[config.mk]
export PLATFORM = sky130hd
export DESIGN_NAME = faerie_mem_arbiter
export DESIGN_NICKNAME = d
export VERILOG_FILES = /design/src/rtl/faerie_mem_arbiter.sv
export SDC_FILE = /design/constraint.sdc
export NUM_CORES = 1
export LEC_CHECK = 0
export BUFFER_PORTS_ARGS = -buffer_cell sky130_fd_sc_hd__buf_2
export CAP_MARGIN = 20
export CORE_MARGIN = 2
export CORE_UTILIZATION = 35
export CTS_CLUSTER_DIAMETER = 50
export DETAILED_ROUTE_END_ITERATION = 16
export PLACE_DENSITY = 0.83
export REMOVE_ABC_BUFFERS = 1
export SLEW_MARGIN = 10
export SYNTH_ARGS = -nofsm -noshare
export SYNTH_HDL_FRONTEND = slang
export SYNTH_SLANG_ARGS = --single-unit
[constraint.sdc]
create_clock -name clk -period 2.2 [get_ports clk]
set_input_delay 0.11 -clock clk [delete_from_list [all_inputs] [get_ports clk]]
set_output_delay 0.11 -clock clk [all_outputs]
set_load 0.05 [all_outputs]
[src/rtl/faerie_mem_arbiter.sv]
// Two-port memory arbiter: combinational grant with lock/round-robin priority,
// starvation override after max_wait denied cycles, and per-port read return routing.
module faerie_mem_arbiter #(
  parameter int sync_read = 1,
  parameter int max_wait  = 4
) (
  input  logic        clk,
  input  logic        rst,
  input  logic        p0_req,
  input  logic        p0_we,
  input  logic        p0_lock,
  input  logic [15:0] p0_addr,
  input  logic [7:0]  p0_wdata,
  input  logic        p1_req,
  input  logic        p1_we,
  input  logic        p1_lock,
  input  logic [15:0] p1_addr,
  input  logic [7:0]  p1_wdata,
  output logic        p0_gnt,
  output logic        p1_gnt,
  output logic        p0_rvalid,
  output logic        p1_rvalid,
  output logic [7:0]  p0_rdata,
  output logic [7:0]  p1_rdata,
  output logic        re,
  output logic        we,
  output logic [15:0] addr,
  output logic [7:0]  wdata,
  input  logic [7:0]  rdata
);

  localparam logic [3:0] MaxWait = 4'(max_wait);

  logic       lockValid_q, lockValid_d;
  logic       lockOwner_q, lockOwner_d;
  logic       lastGnt_q, lastGnt_d;
  logic [3:0] wait0_q, wait0_d;
  logic [3:0] wait1_q, wait1_d;
  logic       pendValid_q, pendValid_d;
  logic       pendPort_q, pendPort_d;

  logic        gnt0, gnt1, anyGnt;
  logic        selWe, selLock;
  logic [15:0] selAddr;
  logic [7:0]  selWdata;

  // Lock owner wins a tie unless the other port has waited max_wait cycles.
  always_comb begin
    gnt0 = 1'b0;
    gnt1 = 1'b0;
    if (!rst) begin
      if (p0_req && !p1_req) begin
        gnt0 = 1'b1;
      end else if (p1_req && !p0_req) begin
        gnt1 = 1'b1;
      end else if (p0_req && p1_req) begin
        if (lockValid_q) begin
          if (!lockOwner_q) begin
            if (wait1_q == MaxWait) gnt1 = 1'b1;
            else                    gnt0 = 1'b1;
          end else begin
            if (wait0_q == MaxWait) gnt0 = 1'b1;
            else                    gnt1 = 1'b1;
          end
        end else if (lastGnt_q) begin
          gnt0 = 1'b1;
        end else begin
          gnt1 = 1'b1;
        end
      end
    end
  end

  assign anyGnt   = gnt0 | gnt1;
  assign selWe    = gnt1 ? p1_we    : p0_we;
  assign selLock  = gnt1 ? p1_lock  : p0_lock;
  assign selAddr  = gnt1 ? p1_addr  : p0_addr;
  assign selWdata = gnt1 ? p1_wdata : p0_wdata;

  assign p0_gnt = gnt0;
  assign p1_gnt = gnt1;
  assign re     = anyGnt & ~selWe;
  assign we     = anyGnt & selWe;
  assign addr   = anyGnt ? selAddr  : 16'h0000;
  assign wdata  = anyGnt ? selWdata : 8'h00;

  // Every grant re-decides ownership, so an idle cycle, an unlocked grant or an
  // override all drop the lock.
  always_comb begin
    lastGnt_d   = anyGnt ? gnt1 : lastGnt_q;
    lockValid_d = anyGnt & selLock;
    lockOwner_d = anyGnt ? gnt1 : lockOwner_q;
    pendValid_d = re;
    pendPort_d  = gnt1;

    wait0_d = wait0_q;
    if (!p0_req || gnt0)        wait0_d = 4'd0;
    else if (wait0_q < MaxWait) wait0_d = wait0_q + 4'd1;

    wait1_d = wait1_q;
    if (!p1_req || gnt1)        wait1_d = 4'd0;
    else if (wait1_q < MaxWait) wait1_d = wait1_q + 4'd1;
  end

  always_ff @(posedge clk or posedge rst) begin
    if (rst) begin
      lockValid_q <= 1'b0;
      lockOwner_q <= 1'b0;
      lastGnt_q   <= 1'b1;
      wait0_q     <= 4'd0;
      wait1_q     <= 4'd0;
      pendValid_q <= 1'b0;
      pendPort_q  <= 1'b0;
    end else begin
      lockValid_q <= lockValid_d;
      lockOwner_q <= lockOwner_d;
      lastGnt_q   <= lastGnt_d;
      wait0_q     <= wait0_d;
      wait1_q     <= wait1_d;
      pendValid_q <= pendValid_d;
      pendPort_q  <= pendPort_d;
    end
  end

  logic syncRv0, syncRv1, combRv0, combRv1;
  assign syncRv0 = pendValid_q & ~pendPort_q;
  assign syncRv1 = pendValid_q & pendPort_q;
  assign combRv0 = re & gnt0;
  assign combRv1 = re & gnt1;

  assign p0_rvalid = (sync_read != 0) ? syncRv0 : combRv0;
  assign p1_rvalid = (sync_read != 0) ? syncRv1 : combRv1;
  assign p0_rdata  = p0_rvalid ? rdata : 8'h00;
  assign p1_rdata  = p1_rvalid ? rdata : 8'h00;

endmodule

Yosys cells after proc, flatten, opt, wreduce, memory -nomap -nowiden:

Cells that the tools add are included.
Widths: inputs -> output; s select.

* add/sub/neg operators: 2
* order comparisons: 2
* equality and inequality tests: 2
* muxes and demuxes: 30
* bitwise logic cells: 8
* reduce and logical (&&, ||, !) cells: 9

Operator list (count)
* $mux 16: 2
* $mux 8: 4
* $mux 1: 20
* $mux 4: 4
* $add 4x1->4 const B: 2
* $eq 4x3->1 const B: 2
* $lt 4x3->1 const B: 2
* $and 1x1->1: 5
* $reduce_bool 2->1: 2
* $logic_and 1x1->1: 3
* $logic_not 1->1: 2
* $logic_or 1x1->1: 2
* $not 1->1: 2
* $or 1x1->1: 1

* register bits after elaboration: 13
* input bits: 64
* output and inout port bits: 46
* logic and storage cells: 60

Logic depth before layout (Yosys ltp):

* depth in word-level cells: 11
* depth in mapped cells: 7
* gate-level depth less buffers: 6

Least setup slack after synthesis:

No wires, ideal clock.

* path type: flip-flop to output port
* from: register wait1_q[0]
* to: output wdata[0]
* data arrival time: 2.282 ns
* slack: -0.192 ns
* cell stages (with the launch flop): 8
* buffers on the path: 1
* cell sequence: dfrtp_1 -> inv_1 -> ha_1 -> and3b_1 -> o2111ai_2 -> o21ai_2 -> buf_4 -> mux2i_1

* longest elaborated chain between the ends: 10
* elaborated cells on any way between the ends: 18

RTL lines
* start, declared: line 38 `logic [3:0] wait1_q, wait1_d;`
* start signal, assigned: line 119 `wait1_q <= wait1_d;`
* $eq 4x3->1 (*): line 59 `if (wait1_q == MaxWait) gnt1 = 1'b1;`
* $mux 1 (*): line 59
* $mux 1 (*): line 58 `if (!lockOwner_q) begin`
* $mux 1 (*): line 57 `if (lockValid_q) begin`
* $mux 1 (*): line 56 `end else if (p0_req && p1_req) begin`
* $mux 1 (*): line 54 `end else if (p1_req && !p0_req) begin`
* $mux 1 (*): line 52 `if (p0_req && !p1_req) begin`
* $mux 1 (*): line 51 `if (!rst) begin`
* net p1_gnt: line 20 `output logic p1_gnt,`
* $mux 8 or $or 1x1->1 (tied branches): line 78, 74
* $mux 8 (*): line 85 `assign wdata = anyGnt ? selWdata : 8'h00;`
* end, declared: line 28 `output logic [7:0] wdata,`

Mark *: on every way through the listed nets, which the timed path passes. The rest lies on a longest branch.

Worst setup path after layout:

* from: register wait1_q[0]
* to: output addr[5]

* longest elaborated chain between the ends: 10
* elaborated cells on any way between the ends: 18

RTL lines
* $eq 4x3->1 (*): line 59
* $mux 1: line 59
* $mux 1: line 58
* $mux 1: line 57
* $mux 1: line 56
* $mux 1: line 54
* $mux 1: line 52
* $mux 1: line 51
* $mux 16 or $or 1x1->1 (tied branches): line 77, 74
* $mux 16 (*): line 84 `assign addr = anyGnt ? selAddr : 16'h0000;`
* end, declared: line 27 `output logic [15:0] addr,`

Mark *: on every way between the ends. The rest lies on a longest branch, timed or not.

==> flow_metrics.py <==
metrics = {
    "floorplanning": {
        "fp.dieH_um": 64.2,
        "floorplan.initialDensity_pct": 37.1,
        "core_region_area_um2": 3420,
        "io_pins": 110,
        "row_count": 21,
        "dieArea_um2": 4120,
        "die_w_um": 64.2,
    },
    "cells_and_area": {
        "fin_area_um2": 2230,
        "nFillCells": 251,
        "stdcell_count": 341,
        "syn2layout_area_growth_pct": 75.8,
        "n_antenna_cell": 0,
        "drive_above_1_share_pct": 48.8,
        "final_nets": 364,
    },
    "critical_path": {
        "crit_required_ns": 2.09,
        "ff2ff_setup_slack_ns": 0.33,
        "worstPathArrival_ns": 2.20,
        "critical_path_class": "reg -> out",
        "worst-path-max-fanout": 9,
        "cp-end-kind": "output port",
        "start_kind": "flip-flop",
    },
    "sta": {
        "setup_viol": 26,
        "rsz0062_at_grt": "true",
        "final_max_slew_viol_count": 0,
        "finalHoldViolations": 0,
        "worst_slack_ns": -0.112,
        "timing.slew.headroom_pct": 61.5,
        "fmax_mhz": 433,
        "layout_min_cycle_time_ns": 2.31,
        "tightest_slew_ns": 0.571,
        "fin_crit_sh_pct": 105,
        "finClkSkew_ns": 0.00381,
    },
    "clock_network": {
        "tritoncts": "yes",
        "clockBufferDepth": 2,
        "htreeDepth": 1,
        "path_clk_slew_ns": 0.08,
        "cts-buffers-inserted": 3,
        "root_buffer": "clkbuf_4",
        "insertion_delay_ns": 0.29,
        "clock-sinks": 13,
    },
    "power_and_ir_drop": {
        "ir_drop_v": 0.000281,
        "p_switching_uw": 466,
        "p_per_area_nw_per_um2": 461,
        "intPower_uw": 562,
        "p_comb_share_pct": 57.3,
        "p_sw_share_pct": 45.4,
        "seq_power_share_pct": 27.5,
        "power.static_leakage_uw": 0.00123,
        "clkPwrFrac_pct": 15.2,
    },
    "place": {
        "dp_cells": 322,
        "dpl_cell_area_um2": 1890,
        "dp_slack_ns": 0.0685,
        "dp_hpwl_um": 3050,
        "io_buffers": 109,
        "place_congestion": 0.821,
    },
    "yosys": {
        "synth-seq-cells": 13,
        "yosysUniqueCellTypes": 28,
        "yosysWarnings": 0,
        "synth_flop_cell": "dfrtp_1",
        "yosysSeqAreaShare_pct": 25.8,
        "synth_top_family_by_area": "simple AND/OR/NAND/NOR gates",
        "syn_area_per_cell_um2": 7.41,
        "synthMuxAreaShare_pct": 21.7,
        "synth-xor-area-share_pct": 1.38,
        "netlist_instances": 171,
        "synth_edf_count": 0,
        "async_flop_share_pct": 100,
        "synth_compound_area_share_pct": 8.19,
        "netlist_area_um2": 1270,
        "synthSimpleGateAreaFrac_pct": 32.8,
        "synthAdderAreaFrac_pct": 3.95,
    },
    "min_path": {
        "hp-class": "in -> reg",
    },
    "grt": {
        "grt_pass1_vias": 1666,
        "grt_first_pass_wirelength_um": 7050,
        "grt_max_degree": 53,
        "grt.total_usage_pct": 21.7,
        "antenna_found_initial": 0,
        "grt-ovfl-total": 0,
    },
    "detailed_routing": {
        "drtIter0Drc": 63,
        "detail-route-antenna-nets": 0,
        "viasPerCell": 5.05,
        "wl_per_cell_um": 14.0,
        "dr.pass1.iters": 4,
        "drt_wl_total_um": 4790,
        "drc": 0,
        "vias": 1721,
    },
    "status": {
        "status": "finished, violations left",
        "failed_checks": "setup timing",
    },
    "job": {
        "maxCapViolCount": 0,
    },
}
critical path, stage by stage, from the launching register on:
cell,delay [ns]
dfrtp_1,0.40
inv_2,0.09
ha_4,0.11
and3b_2,0.21
o2111ai_4,0.16
o21ai_4,0.22
buf_6,0.14
buf_12,0.13
mux2i_1,0.22
buf_4,0.23
worst paths after layout:
path / start / endpoint / depth (start not counted)
min: p0_lock / lockValid_q$_DFF_PP0_ / 3
max in group asynchronous: rst / lastGnt_q$_DFFE_PP1P_ / 4
max: wait1_q[0]$_DFFE_PP0P_ / addr[5] / 9
min in group asynchronous: rst / lockValid_q$_DFF_PP0_ / 4
min reg2reg: lastGnt_q$_DFFE_PP1P_ / lastGnt_q$_DFFE_PP1P_ / 1
max reg2reg: wait1_q[0]$_DFFE_PP0P_ / pendValid_q$_DFF_PP0_ / 8
cells in the mapped netlist (2+ instances only):
cell      number  area share [%]
nor2_1        13             3.9
mux2i_1       26              21
ha_1           4             3.9
clkbuf_1       6             1.8
a21o_1         2             1.2
buf_4          2             1.2
dfrtp_1       12              24
o21ai_0        4             1.6
nand2_1       55              16
a21oi_1        4             1.6
xnor2_1        2             1.4
inv_1          8             2.4
and2_1         9             4.4
and3_1         8             3.9
nor2b_1        2            0.99
nand3_1        2            0.79
layer usage:
| metal | GRT usage (%) | vias up | routed length (um) |
|---|---|---|---|
| met5 | 0 | - | 0 |
| met4 | 15.2 | 0 | 221 |
| met3 | 4.05 | 21 | 384 |
| met2 | 40.4 | 109 | 2460 |
| met1 | 21.5 | 778 | 1730 |
| li1 | - | 813 | - |
stage by stage:
stage	hold WS [ns]	setup TNS [ns]	utilization [%]	power, uW
2_1_floorplan	0.0146	-36.09	-	614
3_3_place_gp	0.225	0	55.2	747
3_5_place_dp	0.240	0	55.2	758
4_1_cts	0.0770	-2.16	64.7	1010
5_1_grt	0.0782	-3.45	65.2	1070
6_report	0.0751	-1.87	65.2	1030
layout by cell type, fill, tap and decap left out, types with 2 or more instances in the layout:
cell,count
dfrtp_1,12
clkbuf_4,3
inv_1,6
and2_1,9
mux2i_1,23
nand2_1,55
nor2b_1,2
mux2i_4,2
buf_6,7
nand3_1,2
buf_12,4
nor2_1,12
buf_2,81
xnor2_1,2
buf_4,35
and3_1,8
ha_1,3
a21oi_1,4
o21ai_0,4
inv_2,2
a21o_1,2
flip-flops by register name (all words and copies together) (netlist names):
name,count
lockOwner_q,1
wait1_q,4
lastGnt_q,1
lockValid_q,1
wait0_q,4
pendValid_q,1
pendPort_q,1
timing repair:
item,4_1_cts,5_1_grt
endpoints found under the hold margin,12,0
pin swaps,3,2
gates cloned,3,0
resized for setup,40,16
setup buffers,12,2
endpoints found under the setup margin,25,28
hold buffers,1,0
layout make-up:
class	instances	area [um^2]	area share, %
clock buffer	4	26.3	1.18
inverter	8	30.0	1.35
multi-input combinational	141	936	42.0
sequential	13	327	14.7
tap	46	57.6	2.58
timing repair buffer	129	852	38.2
cell families after synthesis:
family                     Yosys count
AOI/OAI and AO/OA                   15
xor gates and xnor gates             2
adders and majority gates            4
buffers and inverters               17
DFF                                 13
muxes                               27
and+or+nand+nor                     93
power groups by stage:
stage | clock network [uW] | logic [uW] | registers [uW]
detailed placement | 0 | 472 | 286
finish | 156 | 590 | 282
global route | 162 | 621 | 285
global placement | 0 | 463 | 284
floorplan | 0 | 334 | 280
CTS | 156 | 573 | 280
Power figures use the tool's default switching activity.
